**src/rtl/seq_scan_ctrl.sv**
```systemverilog
// rtl/seq_scan_ctrl.sv - serial pattern scanner over a captured 16-bit word
//
// Ports:
//   clk        rising-edge clock
//   rst        synchronous active-high reset
//   start      scan request (IDLE only)      abort    cancel a scan in SHIFT
//   data_in    16-bit word, scanned MSB first
//   pat        right-aligned target pattern  pat_len  pattern length, legal 3..6
//   ser_bit    bit under test this cycle     busy     high in SHIFT
//   done       one-cycle completion pulse    err      illegal pat_len on last request
//   match_cnt  matches in last scan          found    at least one match
//   first_pos  bit index of first match      st       IDLE=0 SHIFT=1 DONE=2
module seq_scan_ctrl (
  input  logic        clk,
  input  logic        rst,
  input  logic        start,
  input  logic        abort,
  input  logic [15:0] data_in,
  input  logic [5:0]  pat,
  input  logic [2:0]  pat_len,
  output logic        ser_bit,
  output logic        busy,
  output logic        done,
  output logic        err,
  output logic [4:0]  match_cnt,
  output logic        found,
  output logic [3:0]  first_pos,
  output logic [1:0]  st
);

  typedef enum logic [1:0] {
    S_IDLE  = 2'd0,
    S_SHIFT = 2'd1,
    S_DONE  = 2'd2
  } state_t;

  state_t      state_q, state_d;
  logic [15:0] word_q, word_d;
  logic [5:0]  pat_q, pat_d;
  logic [2:0]  len_q, len_d;
  // Only five history bits are kept: the sixth-oldest bit never takes part
  // in a comparison because the new bit is appended before matching.
  logic [4:0]  hist_q, hist_d;
  logic [3:0]  idx_q, idx_d;
  logic [4:0]  cnt_q, cnt_d;
  logic        found_q, found_d;
  logic [3:0]  pos_q, pos_d;
  logic        err_q, err_d;

  logic        ser_c;
  logic [5:0]  hist_new;
  logic [6:0]  mask7;
  logic [5:0]  mask;
  logic        len_legal;
  logic        enough_bits;
  logic        match;

  assign len_legal   = (pat_len >= 3'd3) && (pat_len <= 3'd6);
  assign ser_c       = (state_q == S_SHIFT) ? word_q[4'd15 - idx_q] : 1'b0;
  assign hist_new    = {hist_q, ser_c};
  // Computed one bit wider so that pat_len=6 yields an all-ones mask.
  assign mask7       = (7'd1 << len_q) - 7'd1;
  assign mask        = mask7[5:0];
  assign enough_bits = ({1'b0, idx_q} + 5'd1) >= {2'b00, len_q};
  assign match       = enough_bits && (((hist_new ^ pat_q) & mask) == 6'd0);

  always_comb begin
    state_d = state_q;
    word_d  = word_q;
    pat_d   = pat_q;
    len_d   = len_q;
    hist_d  = hist_q;
    idx_d   = idx_q;
    cnt_d   = cnt_q;
    found_d = found_q;
    pos_d   = pos_q;
    err_d   = err_q;

    case (state_q)
      S_IDLE: begin
        // start outranks abort here; abort has no meaning in IDLE
        if (start) begin
          cnt_d   = 5'd0;
          found_d = 1'b0;
          pos_d   = 4'd0;
          if (len_legal) begin
            word_d  = data_in;
            pat_d   = pat;
            len_d   = pat_len;
            hist_d  = 5'd0;
            idx_d   = 4'd0;
            err_d   = 1'b0;
            state_d = S_SHIFT;
          end else begin
            err_d   = 1'b1;
            state_d = S_DONE;
          end
        end
      end

      S_SHIFT: begin
        if (abort) begin
          cnt_d   = 5'd0;
          found_d = 1'b0;
          pos_d   = 4'd0;
          state_d = S_IDLE;
        end else begin
          hist_d = hist_new[4:0];
          idx_d  = idx_q + 4'd1;
          if (match) begin
            if (cnt_q != 5'd31) begin
              cnt_d = cnt_q + 5'd1;
            end
            if (!found_q) begin
              found_d = 1'b1;
              pos_d   = idx_q;
            end
          end
          if (idx_q == 4'd15) begin
            state_d = S_DONE;
          end
        end
      end

      S_DONE: begin
        state_d = S_IDLE;
      end

      default: begin
        state_d = S_IDLE;
      end
    endcase
  end

  always_ff @(posedge clk) begin
    if (rst) begin
      state_q <= S_IDLE;
      word_q  <= 16'd0;
      pat_q   <= 6'd0;
      len_q   <= 3'd0;
      hist_q  <= 5'd0;
      idx_q   <= 4'd0;
      cnt_q   <= 5'd0;
      found_q <= 1'b0;
      pos_q   <= 4'd0;
      err_q   <= 1'b0;
    end else begin
      state_q <= state_d;
      word_q  <= word_d;
      pat_q   <= pat_d;
      len_q   <= len_d;
      hist_q  <= hist_d;
      idx_q   <= idx_d;
      cnt_q   <= cnt_d;
      found_q <= found_d;
      pos_q   <= pos_d;
      err_q   <= err_d;
    end
  end

  assign ser_bit   = ser_c;
  assign busy      = (state_q == S_SHIFT);
  assign done      = (state_q == S_DONE);
  assign err       = err_q;
  assign match_cnt = cnt_q;
  assign found     = found_q;
  assign first_pos = pos_q;
  assign st        = state_q;

endmodule

```
**config.mk**
```make
export PLATFORM = sky130hd
export DESIGN_NAME = seq_scan_ctrl
export DESIGN_NICKNAME = d
export VERILOG_FILES = /design/src/rtl/seq_scan_ctrl.sv
export SDC_FILE = /design/constraint.sdc
export NUM_CORES = 1
export LEC_CHECK = 0
export CAP_MARGIN = 10
export CORE_UTILIZATION = 50
export CTS_CLUSTER_DIAMETER = 200
export CTS_CLUSTER_SIZE = 20
export DETAILED_ROUTE_END_ITERATION = 12
export PLACE_DENSITY_LB_ADDON = 0.2
export SLEW_MARGIN = 20
export SYNTH_ARGS = -nofsm -noshare
export SYNTH_HDL_FRONTEND = slang
export SYNTH_SLANG_ARGS = --single-unit
```
**constraint.sdc**
```tcl
create_clock -name clk -period 4.8 [get_ports clk]
set_input_delay 0.96 -clock clk [delete_from_list [all_inputs] [get_ports clk]]
set_output_delay 0.96 -clock clk [all_outputs]
set_load 0.02 [all_outputs]
```
==> results.md, run 1 <==
* Status: finished, final reports clean
* Placement Rows at 24
* Post-CTS Hold Fix Bufs at 0
* CP bufs+invs at 1
* Core Area at 0.00438 mm^2
* Type of the worst setup path: flop to output port
* Setup TNS at 0 ns
* Deepest clock path buffer count at 2
* Top-area cell type share of the netlist area at 40.8%
* Worst-path clk slew at 0.09 ns
* Worst hold path class: flop to flop
* Crit-path leading delay family: flip-flops
* R2r setup slk at 2.14 ns
* CTS buffer count at 5
* Drt first pass iters at 4
* Routed vias/inst at 5.41
* Cell taking the most area after synthesis: dfxtp_1
* Final GP Congestion at 0.846
* Critical Path AT at 2.48 ns
* Sink Count at 47
* Worst slew margin at 42.0%
* Routed vias at 1998
* GR peak layer: met2
* Drt wl/cell at 13.5 um
* Fraction of layout cells with a size suffix above 1 at 6.94%
* Commonest register cell after synthesis: dfxtp_1
* Lkg Pwr at 0.00103 uW
* Total congestion overflow at 0
* CP Capture Type: output port
* Met1 Use GR at 28.5%
* Largest net degree at the start of global routing at 49
* Number of synthesized flops with an enable pin at 0
* Die footprint at 0.00489 mm^2
* VDD IR max at 0.000154 V
* #FFs+latches synth at 47
* H-tree depth at 2
* Port bufs at 44
* Placed Instance Area at 0.00276 mm^2
* Mapped Nets at 312
* Worst-case reg-to-reg path depth at 8
* CTS resizes at 0
* Post-route ant nets at 0
* Area Overhead vs Synth at 24.7%
* Pins Over Slew Limit at 0
* CTS tree: done
* Async set-reset flop share out of synthesis at 0%
* Cells after synthesis at 276
* Crit path max-delay cell type: dfxtp_1
* Setup violators final at 0
* Area contributors post-synth: dfxtp_1 41%, nand2_1 10%, a21oi_1 8.0%
* Root Buffer: clkbuf_8
* Worst Hold End: word_q[10]
* Synth Area per Inst at 8.36 um^2
* Initial antenna violation count at 0
* Max cap viols at 0
* Setup bufs post-CTS at 0
* Boundary pin count at 45
* Total GRT Usage at 23.0%
* Dpl hpwl at 3550 um
* Vias in the first global route at 1944
* Worst path max stage delay at 0.69 ns
* Nets at 352
* FF-to-FF Start: idx_q[0]
* Global-route wire length before repair at 9080 um
* Met3 Use GR at 4.62%
* FF-to-FF End: first_pos[2]
* Ant diodes at 0
* Clock latency at the later pin of the worst-skew pair at 0.30 ns
* Crit path cell chain: mux4_2, o2111ai_2, nand2_1, clkdlybuf4s50_1
* Worst hold path startpoint: word_q[10]
* Synth cell types at 45
* Drt initial violations at 80
* YS warnings at 0
* RSZ-0062 raised after global routing: no
* GR Util met2 at 39.7%
* Final period utilization at 71.7%
* Sequential-to-total area share from yosys stat at 40.8%
* Pwr dens at 297 mW/mm^2
* Maximum clock frequency at 291 MHz
* Drt total wl at 4980 um
* Post-route DRC violation count at 0
* Slew @ Worst Pin at 0.869 ns
* Fin crit period at 3.44 ns
* Worst setup SP type: flop
* Die width at 69.9 um
* Final instance area at 0.00288 mm^2
* Util after Layout at 65.7%
* Post-synth top cells: 63 x nand2_1, 47 x dfxtp_1, 37 x a21oi_1, 14 x nand2b_1, 14 x nor2_1
* WHS Path Cells at 2
* Req. time, crit path at 3.84 ns
* Setup Skew at 0.00766 ns
* Synthesized area at 0.00231 mm^2
* Crit Path Max Fanout at 12
* Count leader, synth: nand2_1
* Hold_ws at 0.460 ns
* Initial Util at 52.7%
* Final hold vios at 0
* Die H at 69.9 um
## cells in the final DEF, fill, tap and decap left out, types with 2 or more instances in the layout
cell	n
nand2_1	63
dfxtp_1	47
clkdlybuf4s50_1	44
a21oi_1	37
nand2b_1	14
nor2_1	14
nand3_1	9
ha_1	7
o2bb2ai_1	6
clkbuf_8	6
nor2b_1	5
mux2i_1	5
xnor2_1	5
inv_1	4
nor3_1	4
xor2_1	4
o211ai_1	3
or3_1	3
mux4_2	2
a22oi_1	2
a21o_1	2
a211oi_1	2
nor3b_1	2
o21ai_0	2
a211oi_2	2
o21ai_1	2
## cells by family (layout without fill, tap and decap cells)
logic type,after synthesis,after routing,share of synthesized area (%)
buffers and inverters,17,58,3.41
DFF,47,47,40.8
xor gates and xnor gates,9,9,3.41
and+or+nand+nor,124,124,25.9
muxes,8,8,4.77
AOI/OAI and AO/OA,64,64,17.9
adders and majority gates,7,7,3.79
## worst max path at each step
stage / slack, ns / endpoint / from / depth (start not counted)
after detailed placement: 1.71 / ser_bit / idx_q[0] / 4
after CTS: 1.35 / ser_bit / idx_q[0] / 4
final: 1.36 / ser_bit / idx_q[0] / 4
after global placement: 1.75 / ser_bit / idx_q[0] / 4
after floorplan: 2.42 / ser_bit / st[1] / 4
after global routing: 1.24 / ser_bit / idx_q[0] / 4
## state kept, by name (all words and copies together), names as in the netlist
register / cells
pat_q: 6
err: 1
idx_q: 4
hist_q: 5
match_cnt: 5
word_q: 16
st: 2
found: 1
first_pos: 4
len_q: 3
## layer usage
layer / up-vias / routed length, um
li1: 1031 / -
met3: 9 / 143
met5: - / 0
met4: 0 / 79
met2: 35 / 2430
met1: 923 / 2330
## area by class of cell
class / instances / area [um^2]
tap: 52 / 65.1
fill: 397 / 1510
multi-input combinational: 212 / 1290
inverter: 5 / 18.8
clock inverter: 2 / 35.0
timing repair buffer: 45 / 448
sequential: 47 / 941
clock buffer: 6 / 82.6
## worst register-to-register path, cell delays in order, from the launching register on
cell	delay, ns
dfxtp_1	0.69
ha_1	0.36
ha_1	0.29
a21o_1	0.10
a211oi_1	0.09
nor4_4	0.33
a31oi_2	0.18
a211oi_2	0.37
o2bb2ai_1	0.12
## metrics by stage
stage | cells | power, uW | worst slack [ns]
final | 369 | 854 | 1.36
after global routing | 369 | 892 | 1.24
after CTS | 369 | 860 | 1.35
after detailed placement | 361 | 560 | 1.71
after global placement | 361 | 557 | 1.75
after floorplan | 276 | 510 | 2.42
## where the power goes
group	switching (uW)	leakage [uW]	internal, uW
logic	68.0	0.000582	61.7
registers	15.1	0.000382	406
clock network	135	0.0000612	169
total	218	0.00103	636
Note: power is estimated with default switching activity, not from simulation.
==> inputs of run 2 (changes only) <==
- clock period: 4.8 -> 3.47 ns (I/O delays scaled with it)
==> run 2 against run 1 <==
Hold slack got worse by 0.0040 ns; largest power group unchanged; non-clock buffer count increased by 3; sequential power increased by 38%; die area unchanged; critical path depth unchanged; clock power increased by 4%; flip-flop and latch count unchanged; power increased by 26%; largest cell class unchanged; cell count increased by 0.81%; highest routed layer unchanged; first-iteration DRC count increased by 48%.
==> results.md, run 2 (same netlist as run 1, synthesis figures left out) <==
* Status: finished, final reports clean
* Dpl hpwl at 3410 um (-3.9%)
* Placement Rows at 24 (unchanged)
* Setup TNS at 0 ns (unchanged)
* Crit path max-delay cell type: dfxtp_1
* Non-filler cells, final at 372 (+0.81%)
* Setup bufs post-CTS at 0 (unchanged)
* Routed vias/inst at 5.35 (-1.2%)
* Core Area at 0.00438 mm^2 (unchanged)
* Fraction of layout cells with a size suffix above 1 at 7.19% (+0.25 points)
* Worst-case reg-to-reg path depth at 10 (+2)
* Crit-path leading delay family: flip-flops
* Final period utilization at 87.5%
* CTS resizes at 0 (unchanged)
* Top layer in use: met4
* Post-CTS Hold Fix Bufs at 0 (unchanged)
* CP Capture Type: output port
* Total GRT Usage at 21.4% (-1.6 points)
* Die width at 69.9 um (unchanged)
* Drt total wl at 4770 um (-4.3%)
* Clock latency at the later pin of the worst-skew pair at 0.30 ns (about the same)
* Root Buffer: clkbuf_8
* CTS buffer count at 5 (unchanged)
* Final hold vios at 0 (unchanged)
* Worst hold path startpoint: word_q[10]
* Initial antenna violation count at 0 (unchanged)
* Maximum clock frequency at 329 MHz
* Routed vias at 1991 (-0.35%)
* Worst setup SP type: flop
* Drt wl/cell at 12.8 um (-5.0%)
* WHS Path Cells at 2 (unchanged)
* Post-route ant nets at 0 (unchanged)
* Ant diodes at 0 (unchanged)
* Largest net degree at the start of global routing at 48 (-2.0%)
* Die footprint at 0.00489 mm^2 (unchanged)
* Critical Path AT at 2.34 ns (-0.14 ns)
* Power, Total at 1080 uW (+26%)
* Placed Instance Area at 0.00278 mm^2 (+0.82%)
* CTS tree: done
* Crit path cell chain: mux4_2, o211ai_2, nand2_1, clkdlybuf4s50_1
* Setup Skew at 0.00663 ns (-0.00103 ns)
* Dpl cells at 364 (+0.83%)
* Final GP Congestion at 0.830 (-1.9%)
* Metal2 WL at 2200 um (-9.3%)
* Setup violators final at 0 (unchanged)
* CP bufs+invs at 1 (unchanged)
* Worst path max stage delay at 0.57 ns (-0.12 ns)
* Met1 Routed Length at 2360 um (+1.3%)
* R2r setup slk at 0.95 ns (-1.19 ns)
* Vias in the first global route at 1911 (-1.7%)
* Type of the worst setup path: flop to output port
* Pins Over Slew Limit at 0 (unchanged)
* Worst-path clk slew at 0.08 ns (about the same)
* Commonest non-fill, non-tap cell in the layout: nand2_1
* Drt first pass iters at 4 (unchanged)
* Worst Hold End: word_q[10]
* Post-route DRC violation count at 0 (unchanged)
* Lkg Pwr at 0.00102 uW (-0.31%)
* Max cap viols at 0 (unchanged)
* FF-to-FF Start: len_q[0]
* Crit Path Max Fanout at 10 (-2)
* Worst hold path class: flop to flop
* Die H at 69.9 um (unchanged)
* VDD IR max at 0.000203 V (+32%)
* H-tree depth at 2 (unchanged)
* Port bufs at 44 (unchanged)
* Leading registers by flop count: word_q x16, pat_q x6
* Pwr dens at 377 mW/mm^2 (+27%)
* Total congestion overflow at 0 (unchanged)
* Boundary pin count at 45 (unchanged)
* Top reg by flops: word_q
* Global-route wire length before repair at 8500 um (-6.4%)
* Initial Util at 52.7% (unchanged)
* Slew @ Worst Pin at 0.879 ns (+0.0104 ns)
* Nets at 355 (+0.85%)
* Deepest clock path buffer count at 2 (unchanged)
* RSZ-0062 raised after global routing: no
* FF-to-FF End: first_pos[1]
* Sink Count at 47 (unchanged)
* Most frequent cells in the layout: 63 x nand2_1, 47 x dfxtp_1, 44 x clkdlybuf4s50_1
* Worst slew margin at 41.3% (-0.70 points)
* Final instance area at 0.00287 mm^2 (-0.48%)
* Area Overhead vs Synth at 24.1%
* Number of flip-flops in the largest register at 16 (unchanged)
* Fin crit period at 3.04 ns
* Req. time, crit path at 2.78 ns (-1.06 ns)
* Drt initial violations at 118 (+48%)
* Met3 routed WL at 130 um (-9.1%)
## run 2: final cells by class
cell class	instances	area (um^2)
fillers	383	1520
multi-input cells	212	1290
flip-flops and latches	47	941
repair buffers	48	470
clock buffers	7	76.3
well taps	52	65.1
inverters	5	18.8
clock inverters	1	5.00
## run 2: per-stage QoR
stage          hold WS [ns]  worst slack (ns)  util [%]
6_report              0.456             0.432      65.4
3_5_place_dp          0.448             0.753      63.5
3_3_place_gp          0.440             0.757      63.5
4_1_cts               0.459             0.419      65.4
5_1_grt               0.476             0.335      65.4
2_1_floorplan         0.433              1.25         -
## run 2: worst min-delay path: cells and delay by family (launching register included)
kind	cells	cell delay (ns)
compound gates	1	0.05
flops	1	0.31
simple gates	1	0.05
## run 2: worst max-delay path by stage
stage | depth (start not counted) | endpoint | from | slack, ns
3_5_place_dp | 4 | ser_bit | idx_q[2] | 0.75
3_3_place_gp | 4 | ser_bit | idx_q[2] | 0.76
2_1_floorplan | 10 | match_cnt[2] | len_q[2] | 1.25
6_report | 4 | ser_bit | idx_q[2] | 0.43
4_1_cts | 4 | ser_bit | idx_q[2] | 0.42
5_1_grt | 4 | ser_bit | idx_q[2] | 0.33
## run 2: routing by layer
| metal | track usage, % | vias to the layer above |
|---|---|---|
| met1 | 27.9 | 906 |
| li1 | - | 1040 |
| met2 | 34.8 | 37 |
| met3 | 3.61 | 8 |
| met5 | 0 | - |
| met4 | 9.33 | 0 |
## run 2: where the power goes
group / switching [uW] / internal [uW]
clock: 175 / 142
sequential: 17.7 / 561
combinational: 96.6 / 88.6
==> inputs of run 3 (changes only) <==
- GPL_TIMING_DRIVEN: unset -> 0
==> run 3 against run 2 <==
Sequential power about the same; design area increased by 2.8%; global-route usage increased by 1.0 points; register-to-register slack got worse by 0.06 ns; clock skew decreased by 0.0012 ns; clock power increased by 49%; power increased by 15%; first-iteration DRC count increased by 24%; die area unchanged; critical endpoint unchanged; count of clock-buffer cells in the layout decreased by 1; sequential share of layout area decreased by 0.91 points; cell count increased by 2.2%.
==> results.md, run 3 (same netlist as run 1, synthesis figures left out) <==
* Total GRT Usage at 22.4% (+1.0 points)
* Dpl hpwl at 3810 um (+12%)
* Crit Path Max Fanout at 10 (unchanged)
* Sw frac at 24.3% (-2.5 points)
* DP Worst Slack at 0.644 ns (-0.109 ns)
* Power, Total at 1240 uW (+15%)
* Routed vias/inst at 5.45 (+1.8%)
* Worst setup SP type: flop
* Setup Skew at 0.00538 ns (-0.00124 ns)
* Most frequent cells in the layout: 63 x nand2_1, 47 x dfxtp_1, 44 x clkdlybuf4s50_1
* Largest net degree at the start of global routing at 15 (-69%)
* R2r setup slk at 0.89 ns (-0.06 ns)
* Die H at 69.9 um (unchanged)
* Layout filler cell count at 385 (+0.52%)
* Maximum clock frequency at 324 MHz (-1.6%)
* Post-CTS Hold Fix Bufs at 0 (unchanged)
* Routed vias at 2071 (+4.0%)
* Drt wl/cell at 13.1 um (+2.5%)
* Core Area at 0.00438 mm^2 (unchanged)
* Final hold vios at 0 (unchanged)
* Register Area at 941 um^2 (unchanged)
* Setup bufs post-CTS at 0 (unchanged)
* VDD IR max at 0.000232 V (+15%)
* Post-route setup slack at 0.383 ns (-0.0490 ns)
* Vias in the first global route at 1900 (-0.58%)
* Sink Count at 47 (unchanged)
* Fin crit period at 3.09 ns (+0.0490 ns)
* Initial Util at 52.7% (unchanged)
* Dpl cells at 372 (+2.2%)
* Drt first pass iters at 4 (unchanged)
* Global-route wire length before repair at 8860 um (+4.2%)
* Pint at 938 uW (+18%)
* FF-to-FF End: match_cnt[2]
* Pins Over Slew Limit at 0 (unchanged)
* Worst slew margin at 55.3% (+14 points)
* Die width at 69.9 um (unchanged)
* Total congestion overflow at 0 (unchanged)
* Commonest non-fill, non-tap cell in the layout: nand2_1
* Slew @ Worst Pin at 0.671 ns (-0.208 ns)
* Setup TNS at 0 ns (unchanged)
* Root Buffer: clkbuf_8
* Crit. Startpoint: idx_q[0]
* Type of the worst setup path: flop to output port
* Worst-path clk slew at 0.09 ns (about the same)
* CTS tree: done
* Share of total power in the clock network at 37.9% (+8.6 points)
* Non-filler cells, final at 380 (+2.2%)
* Area of the multi-input gates at 0.00129 mm^2 (unchanged)
* CTS resizes at 0 (unchanged)
* Worst hold path class: flop to flop
* Clock latency at the later pin of the worst-skew pair at 0.30 ns (about the same)
* Boundary pin count at 45 (unchanged)
* Nets at 363 (+2.3%)
* Port bufs at 44 (unchanged)
* Ant diodes at 0 (unchanged)
* RSZ-0062 raised after global routing: no
* Area Overhead vs Synth at 27.6%
* Setup violators final at 0 (unchanged)
* Lkg Pwr at 0.00105 uW (+2.6%)
* Final GP Congestion at 0.862 (+3.8%)
* Worst-case reg-to-reg path depth at 10 (unchanged)
* Post-route ant nets at 0 (unchanged)
* Post-route DRC violation count at 0 (unchanged)
* Logic gate share of total power at 15.2% (-1.9 points)
* Max cap viols at 0 (unchanged)
* Fraction of layout cells with a size suffix above 1 at 6.71% (-0.48 points)
* Die footprint at 0.00489 mm^2 (unchanged)
* H-tree depth at 2 (unchanged)
* Initial antenna violation count at 0 (unchanged)
* Net switching power at 300 uW (+4.0%)
* Leading registers by flop count: word_q x16, pat_q x6
* Flop pwr share at 46.9% (-6.7 points)
* Req. time, crit path at 2.78 ns (about the same)
* Pwr dens at 420 mW/mm^2 (+11%)
* CP endpoint: ser_bit
* Top reg by flops: word_q
* FF-to-FF Start: len_q[2]
* Status: finished, final reports clean
* Critical Path AT at 2.39 ns (+0.05 ns)
* Number of flip-flops in the largest register at 16 (unchanged)
* CP Capture Type: output port
* Drt initial violations at 146 (+24%)
* Drt total wl at 4990 um (+4.7%)
* Final period utilization at 89.0% (+1.4 points)
* Placement Rows at 24 (unchanged)
* CTS buffer count at 5 (unchanged)
* Deepest clock path buffer count at 2 (unchanged)
run 3: area by class of cell:
cell class / count / share of cell area (%)
Sequential cell: 47 / 31.9
Multi-Input combinational cell: 212 / 43.7
Clock inverter: 2 / 2.04
Buffer: 12 / 2.04
Clock buffer: 6 / 2.46
Tap cell: 52 / 2.21
Timing Repair Buffer: 44 / 14.9
Inverter: 5 / 0.637
run 3: worst max-delay path: stages, from the launching register on:
cell and delay (ns):
dfxtp_1 0.39, buf_6 0.18, mux4_2 0.52, o2111ai_2 0.27, nand2_1 0.16, clkdlybuf4s50_1 0.57
run 3: how the worst min path moves through the flow:
stage | start | end | slack (ns) | cells past startpoint
floorplan | word_q[12] | word_q[12] | 0.43 | 2
global placement | word_q[9] | word_q[9] | 0.44 | 2
global route | word_q[7] | word_q[7] | 0.47 | 2
detailed placement | word_q[7] | word_q[7] | 0.45 | 2
CTS | word_q[7] | word_q[7] | 0.46 | 2
finish | word_q[3] | word_q[3] | 0.46 | 2
run 3: power groups by stage:
stage	logic, uW	registers [uW]	clock network (uW)
after CTS	189	580	477
after detailed placement	188	593	0
after global routing	209	584	501
final	188	580	470
after floorplan	114	591	0
after global placement	186	592	0
run 3: routing by layer:
metal	GRT usage, %	share of wire [%]	vias to the layer above
li1	-	-	1054
met1	30.1	45	947
met2	37.0	49	60
met3	3.46	4.4	10
met4	7.11	1.8	0
met5	0	0	-
run 3: stage by stage:
stage | area [um^2] | hold slack [ns] | util, %
after floorplan | 2310 | 0.433 | -
after global routing | 2950 | 0.474 | 67.2
after global placement | 2810 | 0.441 | 64.2
final | 2950 | 0.458 | 67.2
after detailed placement | 2810 | 0.447 | 64.2
after CTS | 2950 | 0.459 | 67.2
